**config.mk**
```make
export PLATFORM = sky130hd
export DESIGN_NAME = u_spi_sample_fifo
export DESIGN_NICKNAME = d
export VERILOG_FILES = /design/src/rtl/u_spi_sample_fifo.sv
export SDC_FILE = /design/constraint.sdc
export NUM_CORES = 1
export LEC_CHECK = 0
export CORE_ASPECT_RATIO = 1.4
export CORE_UTILIZATION = 45
export DETAILED_ROUTE_END_ITERATION = 10
export REMOVE_ABC_BUFFERS = 1
export SLEW_MARGIN = 20
export SYNTH_ARGS = -nofsm -noshare
export SYNTH_HDL_FRONTEND = slang
export SYNTH_SLANG_ARGS = --single-unit
```
**constraint.sdc**
```tcl
create_clock -name clk -period 3.16 [get_ports clk]
set_clock_uncertainty 0.2 [all_clocks]
set_input_delay 0.316 -clock clk [delete_from_list [all_inputs] [get_ports clk]]
set_output_delay 0.316 -clock clk [all_outputs]
set_load 0.01 [all_outputs]
```
**src/rtl/u_spi_sample_fifo.sv**
```systemverilog
// SPI mode-0 slave byte receiver feeding a small FIFO drained one sample per osr tick to the DAC.
// Capture 3 clk after raw sclk rise, push 1 clk later; no backpressure: full drops (ovf), empty holds (unf).
module u_spi_sample_fifo #(
    parameter int unsigned DEPTH_LOG2 = 2,
    parameter logic [7:0]  RESET_CODE = 8'h80
) (
    input  logic                  clk,
    input  logic                  rst,
    input  logic                  sclk,
    input  logic                  cs_b,
    input  logic                  mosi,
    input  logic [1:0]            osr_sel,
    input  logic                  clr_flags,
    output logic [7:0]            d_out,
    output logic                  sample_stb,
    output logic [DEPTH_LOG2:0]   fifo_level,
    output logic                  ovf,
    output logic                  unf
);
    localparam int unsigned DEPTH = 2 ** DEPTH_LOG2;
    localparam int unsigned PW    = DEPTH_LOG2 + 1;

    logic              sclk_s1_q, sclk_s2_q, sclk_s3_q;
    logic              cs_s1_q, cs_s2_q;
    logic              mosi_s1_q, mosi_s2_q;
    logic [7:0]        shift_q, shift_d;
    logic [2:0]        bit_cnt_q, bit_cnt_d;
    logic              push_q, push_d;
    logic [4:0]        tick_cnt_q, tick_cnt_d, period_m1;
    logic [PW-1:0]     wptr_q, wptr_d, rptr_q, rptr_d;
    logic [7:0]        mem_q [DEPTH];
    logic [7:0]        dout_q, dout_d;
    logic              ovf_q, ovf_d, unf_q, unf_d;
    logic              sclk_rise, tick, full, empty, pop, wr_en;

    always_ff @(posedge clk or posedge rst) begin
        if (rst) begin
            sclk_s1_q <= 1'b0;
            sclk_s2_q <= 1'b0;
            sclk_s3_q <= 1'b0;
            cs_s1_q   <= 1'b1;
            cs_s2_q   <= 1'b1;
            mosi_s1_q <= 1'b0;
            mosi_s2_q <= 1'b0;
        end else begin
            sclk_s1_q <= sclk;
            sclk_s2_q <= sclk_s1_q;
            sclk_s3_q <= sclk_s2_q;
            cs_s1_q   <= cs_b;
            cs_s2_q   <= cs_s1_q;
            mosi_s1_q <= mosi;
            mosi_s2_q <= mosi_s1_q;
        end
    end

    // Deasserted chip select discards any partial byte by restarting the bit count.
    always_comb begin
        sclk_rise = sclk_s2_q & ~sclk_s3_q;
        shift_d   = shift_q;
        bit_cnt_d = bit_cnt_q;
        push_d    = 1'b0;
        if (cs_s2_q) begin
            bit_cnt_d = 3'd0;
        end else if (sclk_rise) begin
            shift_d   = {shift_q[6:0], mosi_s2_q};
            bit_cnt_d = bit_cnt_q + 3'd1;
            push_d    = (bit_cnt_q == 3'd7);
        end
    end

    always_comb begin
        case (osr_sel)
            2'd0:    period_m1 = 5'd3;
            2'd1:    period_m1 = 5'd7;
            2'd2:    period_m1 = 5'd15;
            default: period_m1 = 5'd31;
        endcase
        tick       = (tick_cnt_q >= period_m1);
        tick_cnt_d = tick ? 5'd0 : tick_cnt_q + 5'd1;
    end

    // Pop sees occupancy before this cycle's push, so a full FIFO still accepts on a tick.
    always_comb begin
        empty  = (wptr_q == rptr_q);
        full   = (wptr_q[PW-1] != rptr_q[PW-1]) &&
                 (wptr_q[PW-2:0] == rptr_q[PW-2:0]);
        pop    = tick & ~empty;
        wr_en  = push_q & (~full | pop);
        rptr_d = rptr_q + PW'(pop);
        wptr_d = wptr_q + PW'(wr_en);
        dout_d = pop ? mem_q[rptr_q[PW-2:0]] : dout_q;
        ovf_d  = (push_q & full & ~pop) | (ovf_q & ~clr_flags);
        unf_d  = (tick & empty) | (unf_q & ~clr_flags);
    end

    always_ff @(posedge clk or posedge rst) begin
        if (rst) begin
            shift_q    <= 8'd0;
            bit_cnt_q  <= 3'd0;
            push_q     <= 1'b0;
            tick_cnt_q <= 5'd0;
            wptr_q     <= '0;
            rptr_q     <= '0;
            dout_q     <= RESET_CODE;
            ovf_q      <= 1'b0;
            unf_q      <= 1'b0;
            for (int i = 0; i < DEPTH; i++) mem_q[i] <= 8'd0;
        end else begin
            shift_q    <= shift_d;
            bit_cnt_q  <= bit_cnt_d;
            push_q     <= push_d;
            tick_cnt_q <= tick_cnt_d;
            wptr_q     <= wptr_d;
            rptr_q     <= rptr_d;
            dout_q     <= dout_d;
            ovf_q      <= ovf_d;
            unf_q      <= unf_d;
            if (wr_en) mem_q[wptr_q[PW-2:0]] <= shift_q;
        end
    end

    assign d_out      = dout_q;
    assign sample_stb = tick;
    assign fifo_level = wptr_q - rptr_q;
    assign ovf        = ovf_q;
    assign unf        = unf_q;
endmodule

```
==> metrics.yaml <==
ys_ff_latch: 72
worst_slew_pin_slew_ns: 0.7414
min_period_over_period_pct: 88.55
grt_pass1_wl_mm: 9.404
postSynthAreaPerCell_sq_um: 15.24
cp-start-kind: "input pin"
grt_usage_pct: 18.04
post-dp-hpwl_mm: 3.820
fp.dieW_um: 72.08
setup_tns_ns: 0
r2r-end: "mem_q[30]"
first_global_vias: 1860
clk_pin_slew_ns: 0.06
maxClockFrequency_mhz: 357.4
yosysTopAreaCellShare_pct: 55.80
setup_viol: 0
syn_area_sq_um: 3094
synth_cells: 203
ctsResizeCount: 0
hold_depth: 0
synth_edf_count: 0
cp_max_fo: 9
place_congestion: 0.7612
status: "complete, no violations"
finalHoldViolCount: 0
r2r_cells: 6
drc: 0
crit_arrival_ns: 2.28
antenna_found_initial: 0
setup.worst_path.start: "osr_sel[1]"
overflow: 0
ant_nets: 0
antenna_cells: 0
rows: 35
start_util_pct: 46.79
wire_per_inst_um: 16.57
cp.required_ns: 2.64
path_class: "in -> out"
io_buffers: 21
synthArstFlopShare_pct: 100.0
drv_slew: 0
synth_area_leaders: "dfrtp_1 56%, mux2_2 17%, mux4_2 5.8%, ha_1 4.9%, dfstp_2 2.5%"
root_buffer: "clkbuf_8"
post-place-cells: 318
die_area_sq_um: 7216
drt_iter0_drc: 73
drive_gt1_share_pct: 34.71
whs_endpoint: "sclk_s2_q"
numClockSinks: 72
r2r_start: "tick_cnt_q[0]"
synth_seq_area_share_pct: 58.35
leakagePower_nw: 1.742
synth-main-ff-cell: "dfrtp_1"
yosysWarningCount: 0
drv_cap: 0
slew_headroom_pct: 50.39
rsz0062_at_grt: "no"
grt_max_degree: 73
hold_class: "reg -> reg"
hold_buffers: 0
htreeDepth: 3
yosysUniqueCellTypes: 29
cts_tree: "done"
die_h_um: 100.1
hold_start: "sclk_s1_q"
insertion_delay_ns: 0.34
fill_cells: 558
setup_ws_ns: 0.3619
end_kind: "output port"
cts_buffer_depth: 2
r2r_slack_ns: 0.57
fin_nets: 258
yosys.area.top_type: "dfrtp_1"
cts_setup_buffers: 0
post_drt_via_cell_ratio: 5.165
cts_buffers: 9
pre_cts_ws_ns: 0.1582
ioPinCount: 22
area_growth_syn_to_layout_pct: 16.74
max-vdd-ir-drop_mv: 0.2896
powerDensity_nw_per_um2: 570.8
instances_no_fill: 334
first_pass_iters: 4
fin_crit_ns: 2.798
core_area_sq_um: 6613
wirelength_mm: 5.536
via_count: 1725
-- cell usage after synthesis (all sizes together), types with 2 or more instances --
cell type	n
ha	12
a21oi	6
inv	10
dfstp	3
mux4	8
a22o	2
dfrtp	69
clkbuf	2
xnor2	4
nor2b	2
nor2	10
nand3	5
mux2	48
and2	2
xor2	5
nand2	6
-- kinds of logic (layout without fill, tap and decap cells) --
group | after synthesis | after routing | share of synthesized area, %
AO/OA/AOI/OAI | 13 | 13 | 4.166
XOR/XNOR | 9 | 9 | 2.790
adder cells (fa/ha/maj) | 13 | 13 | 5.499
buffers and inverters | 13 | 52 | 1.981
flip-flops | 72 | 72 | 58.35
multiplexers | 56 | 56 | 23.29
AND/OR/NAND/NOR | 27 | 27 | 3.922
-- area by class of cell --
cell class,instances,area [sq um],share of cell area [%]
clock buffer,15,156.4,4.330
inverter,10,42.54,1.178
multi-input combinational,118,1227,33.98
timing repair buffer,26,260.3,7.205
tap,92,115.1,3.187
sequential,72,1805,49.98
clock inverter,1,5.005,0.1386
-- how the worst max path moves through the flow --
| stage | endpoint | slack (ns) | cells after the start |
|---|---|---|---|
| 5_1_grt | sample_stb | 0.25 | 7 |
| 3_3_place_gp | mem_q[28] | 0.24 | 8 |
| 4_1_cts | sample_stb | 0.36 | 7 |
| 2_1_floorplan | bit_cnt_q[0] | 0.82 | 1 |
| 3_5_place_dp | mem_q[30] | 0.16 | 8 |
| 6_report | sample_stb | 0.36 | 7 |
-- flip-flops by register name, summed over array words and instances (netlist names), 3 cells and up --
register	cells
tick_cnt_q	5
bit_cnt_q	3
mem_q	32
d_out	8
rptr_q	3
wptr_q	3
shift_q	8
-- cell usage in the layout (no fill, tap or decap), types with 3 or more instances in the layout --
cell type,Yosys,layout
clkbuf_1,2,5
a21oi_1,3,3
xnor2_1,3,3
inv_1,9,8
xor2_1,5,5
ha_1,12,12
mux2_2,48,48
mux4_2,8,8
nand2_1,6,6
nand3_1,5,5
nor2_1,10,10
dfrtp_1,69,69
clkdlybuf4s50_1,0,21
clkbuf_8,0,10
buf_4,0,4
dfstp_2,3,3
-- report_power, final --
group	internal [mW]	switching, mW
registers	1.01	0.0997
clock network	0.307	0.305
logic	0.166	0.175
total	1.48	0.580
-- stage by stage --
| stage | total power [mW] | util (%) | hold slack [ns] | instance area, sq um |
|---|---|---|---|---|
| final | 2.062 | 54.63 | 0.1596 | 3612 |
| after global routing | 2.180 | 54.63 | 0.1649 | 3612 |
| after CTS | 2.090 | 54.63 | 0.1616 | 3612 |
| after detailed placement | 1.471 | 52.19 | 0.1378 | 3451 |
| after global placement | 1.440 | 52.19 | 0.1374 | 3451 |
| after floorplan | 1.335 | - | 0.1205 | 3075 |
-- worst max-delay path, cell delays in order --
cell and delay, ns:
clkdlybuf4s50_1 0.50, nor2_1 0.07, ha_1 0.28, o211ai_1 0.16, o21a_1 0.38, inv_6 0.09, clkdlybuf4s50_1 0.49
-- routing by layer --
metal  GRT usage, %  wire length, um
met1          21.35             2321
met2          30.77             2972
met5              0                0
met3          4.116              149
met4          8.597               92
No activity file was read; power rests on OpenSTA's default activity.
==> RTL edit 1: new RTL, same flow settings <==
The parameter `DEPTH_LOG2` goes from 2 to 1.
--- a/src/rtl/u_spi_sample_fifo.sv
+++ b/src/rtl/u_spi_sample_fifo.sv
@@ -1,7 +1,7 @@
 // SPI mode-0 slave byte receiver feeding a small FIFO drained one sample per osr tick to the DAC.
 // Capture 3 clk after raw sclk rise, push 1 clk later; no backpressure: full drops (ovf), empty holds (unf).
 module u_spi_sample_fifo #(
-    parameter int unsigned DEPTH_LOG2 = 2,
+    parameter int unsigned DEPTH_LOG2 = 1,
     parameter logic [7:0]  RESET_CODE = 8'h80
 ) (
     input  logic                  clk,
Ports: changed (resized fifo_level); port bits go from 22 to 21. No check against the original RTL was run, so the function may have changed too.
==> RTL edit 1 against the unedited design <==
Total power is 1.3% lower; synthesized area is 27% lower; wire length is 37% lower; combinational power is 94% higher; worst setup slack better by 220 ps; via count is 28% lower; cell area is 27% lower; first-iteration DRC count is 58% lower; sequential cell count is 18 lower; register-to-register slack better by 80 ps; synthesized cell count is 21% lower; critical path type is now reg -> out; largest cell class unchanged.
==> RTL edit 1: results (changes against the unedited design) <==
Run status
  – Outcome: finished, final reports clean

Timing
  – Hold slack final: 156 ps (-3.81 ps)

Hold path
  – Worst Hold Launch: mosi_s1_q$_DFF_PP0_
  – Destination of the worst hold path: mosi_s2_q$_DFF_PP0_

Setup path
  – Origin of the critical flop-to-flop path: rptr_q[0]$_DFF_PP0_
  – Length in cells of the worst reg-to-reg path: 5 (-1)
  – Arrival time at the worst endpoint: 2060 ps (-220 ps)
  – Cell with the largest stage delay on the worst path: sky130_fd_sc_hd__dfrtp_1
  – Worst reg-to-reg setup slack: 650 ps (+80 ps)
  – Critical-path maximum fanout: 10 (+1)
  – Critical path launch point type: register
  – End of the critical path: fifo_level[0]
  – Maximum cell stage delay along the critical path: 690 ps (+190 ps)

Synth
  – Mapped Avg Cell Area: 14.1 µm² (-7.6%)
  – Cell types with the largest area share after synthesis: sky130_fd_sc_hd__dfrtp_1 (56%), sky130_fd_sc_hd__mux2_2 (12%), sky130_fd_sc_hd__ha_1 (5.5%)
  – Count of different cell masters after synthesis: 30 (+3.4%)
  – Leading post-synthesis cells by instance count: sky130_fd_sc_hd__dfrtp_1 (51), sky130_fd_sc_hd__mux2_2 (24), sky130_fd_sc_hd__ha_1 (10), sky130_fd_sc_hd__mux2i_1 (10)
  – Sequential area share after synthesis: 0.597 (+0.0139)

Routing
  – Detail-routed net length per standard cell: 14.0 µm (-16%)
  – Number of vias per cell: 5.01 (-3.0%)
  – Number of vias in the routed layout: 1,247 (-28%)
  – Violation count after the first detailed-route iteration: 31 (-58%)
  – Detailed-routing iteration count for the pre-antenna-repair pass: 2 (-2)

Clock network
  – Clock buffer count from CTS: 5 (-4)
  – H-tree Lvls: 2 (-1)
  – Clock-pin slew reported for the worst setup and hold paths after clock tree synthesis: 100 ps (+40 ps)
  – Clock latency at the later pin of the worst-skew pair: 300 ps (-40 ps)

Final layout
  – Number of fillers in the final layout: 443 (-21%)
  – Max FFs per register: 16 (-50%)
  – Number of nets at the end of the flow: 202 (-22%)
  – Fraction of final layout cells sized beyond drive strength 1: 0.281 (-0.0660)

Global routing
  – Number of global-route vias before repair: 1,328 (-29%)
  – All-Layer GR Usage: 0.154 (-0.0261)
  – Largest net degree at the start of global routing: 55 (-25%)

Placement
  – Placed wire-length estimate: 2.61 mm (-32%)
  – Placed Instances: 241 (-24%)
  – Placed cell areas: 2530 µm² (-27%)
  – Setup slack after placement: 346 ps (+187 ps)
  – Number of buffers inserted by port buffering: 20 (-4.8%)

Power
  – Overall power: 2.03 mW (-1.3%)
  – Switching power summed over all nets: 0.675 mW (+16%)
  – Power in the clock group: 0.384 mW (-37%)
  – Static power due to leakage: 1.25 nW (-28%)
  – Combinational share of power: 0.325 (+0.160)
-- RTL edit 1: cell count changes after synthesis, sizes merged, moves of 2 or more --
| cell | unedited run | this run |
|---|---|---|
| a21oi | 6 | 17 |
| a22o | 2 | 0 |
| buf | 1 | 3 |
| dfrtp | 69 | 51 |
| ha | 12 | 10 |
| inv | 10 | 8 |
| mux2 | 48 | 24 |
| mux2i | 0 | 10 |
| mux4 | 8 | 0 |
| nand2 | 6 | 3 |
| nand3 | 5 | 2 |
| nor2b | 2 | 0 |
-- RTL edit 1: cells by family (layout without fill, tap and decap cells) --
kind of cell	Yosys count	after routing	synth area share
compound gates	23	23	0.0767
xor+xnor	8	8	0.0392
fa+ha+maj	10	10	0.0552
buf+inv	14	38	0.0287
flops	54	54	0.597
mux	34	34	0.163
simple gates	18	18	0.0397
-- RTL edit 1: layer usage --
metal  vias up  routed length, µm  track usage
met4         0                 70       0.0727
met2        21               1950        0.276
met3         5                 98       0.0332
met5         -                  0            0
li1        594                  -            -
met1       627               1360        0.164
-- RTL edit 1: layout make-up --
type	instances	area, µm²	share of cell area
clock buffers	5	68.8	0.0262
flip-flops and latches	54	1360	0.517
inverters	8	30.0	0.0115
well taps	64	80.1	0.0305
clock inverters	3	25.0	0.00954
multi-input cells	93	848	0.323
repair buffers	22	215	0.0821
-- RTL edit 1: worst max-delay path: cells and delay by family (launching register included) --
| kind | cells | cell delay (ps) |
|---|---|---|
| buffers and inverters | 2 | 670 |
| adder cells (fa/ha/maj) | 1 | 390 |
| flip-flops | 1 | 690 |
==> RTL edit 2: new RTL, same flow settings <==
Made on the original files. Put a register stage on the outputs `sample_stb` and `fifo_level`, without a reset. The values now appear one clock later. The other outputs are not delayed to match.
--- a/src/rtl/u_spi_sample_fifo.sv
+++ b/src/rtl/u_spi_sample_fifo.sv
@@ -120,8 +120,10 @@
     end
 
     assign d_out      = dout_q;
-    assign sample_stb = tick;
-    assign fifo_level = wptr_q - rptr_q;
+    always_ff @(posedge clk) begin
+        sample_stb <= tick;
+        fifo_level <= wptr_q - rptr_q;
+    end
     assign ovf        = ovf_q;
     assign unf        = unf_q;
 endmodule
Function: changed (Yosys sat finds a counterexample within 4 cycles, from zero or initial values and one cycle with rst high).
==> RTL edit 2 against the unedited design <==
Via count fell by 1.2%; die area rose by 3.5%; synthesized area rose by 3.6%; cell area rose by 3.8%; synthesized cell count did not move; sequential cell count rose by 4; wire length rose by 3.3%; register-to-register slack improved by 60 ps; count of clock-buffer cells in the layout fell by 1; worst setup slack improved by 170 ps; total power rose by 7.1%; worst hold slack got worse by 5.3 ps; largest power group unchanged; global-route usage fell by 0.27 points.
==> RTL edit 2: results (changes against the unedited design) <==
Setup path
  – Length in cells of the worst reg-to-reg path: 8 (+2)
  – Worst reg-to-reg setup slack: 630 ps (+60 ps)
  – Critical-path maximum fanout: 13 (+4)
  – End of the critical path: rptr_q[2]$_DFF_PP0_
  – Origin of the critical flop-to-flop path: wptr_q[0]$_DFF_PP0_

Routing
  – Number of vias per cell: 5.10 (-1.2%)
  – Total met2 wirelength after detailed routing: 3.16 mm (+6.3%)
  – Met3 routed WL: 135 µm (-9.4%)
  – Detail-routed net length per standard cell: 17.1 µm (+3.3%)
  – Met1 Wirelength: 2.32 mm (+0.13%)

Placement
  – Placed cell areas: 3550 µm² (+2.9%)
  – Routability Congestion: 0.694 (-8.8%)
  – Setup slack after placement: 148 ps (-10.5 ps)

Timing
  – Upper clock frequency limit: 0.380 GHz (+6.4%)
  – Worst-margin pin slew: 941 ps (+200 ps)
  – Hold slack final: 154 ps (-5.26 ps)

Synth
  – Cell types with the largest area share after synthesis: sky130_fd_sc_hd__dfrtp_1 (54%), sky130_fd_sc_hd__mux2_2 (16%), sky130_fd_sc_hd__mux4_2 (5.6%)
  – Sequential area share after synthesis: 0.588 (+0.00471)
  – Share of synthesized flip-flops with an asynchronous set or reset: 0.947 (-0.0526)
  – Leading post-synthesis cells by instance count: sky130_fd_sc_hd__dfrtp_1 (69), sky130_fd_sc_hd__mux2_2 (46), sky130_fd_sc_hd__ha_1 (12), sky130_fd_sc_hd__inv_1 (10), sky130_fd_sc_hd__nor2_1 (10)

Global routing
  – Global Route met2 Usage: 0.318 (+0.00997)
  – Met3 routing resource usage after global routing: 0.0266 (-0.0145)
  – Number of global-route vias before repair: 1,844 (-0.86%)
  – All-Layer GR Usage: 0.178 (-0.00268)

Power
  – Static power due to leakage: 1.80 nW (+3.4%)
  – Power in the clock group: 0.734 mW (+20%)
  – Net Sw Frac: 0.265 (-0.0162)
  – Combinational share of power: 0.140 (-0.025)

Run status
  – Outcome: finished, final reports clean

Final layout
  – Number of nets at the end of the flow: 255 (-1.2%)
  – Fraction of final layout cells sized beyond drive strength 1: 0.347 (about the same)
==> RTL edit 2: layout make-up <==
| class | instances | area (µm²) | area share |
|---|---|---|---|
| Clock inverter | 2 | 35.0 | 0.00935 |
| Timing Repair Buffer | 24 | 245 | 0.0654 |
| Sequential cell | 76 | 1890 | 0.503 |
| Tap cell | 95 | 119 | 0.0317 |
| Multi-Input combinational cell | 113 | 1260 | 0.337 |
| Clock buffer | 14 | 163 | 0.0434 |
| Inverter | 10 | 37.5 | 0.0100 |
==> RTL edit 2: logic make-up (layout without fill, tap and decap cells) <==
logic type,after synthesis,count (layout),share of synthesized area
flip-flops,76,76,0.588
multiplexers,56,56,0.225
AND/OR/NAND/NOR,23,23,0.0351
buffers and inverters,14,50,0.0176
adder cells (fa/ha/maj),13,13,0.0531
AO/OA/AOI/OAI,13,13,0.0570
XOR/XNOR,8,8,0.0242
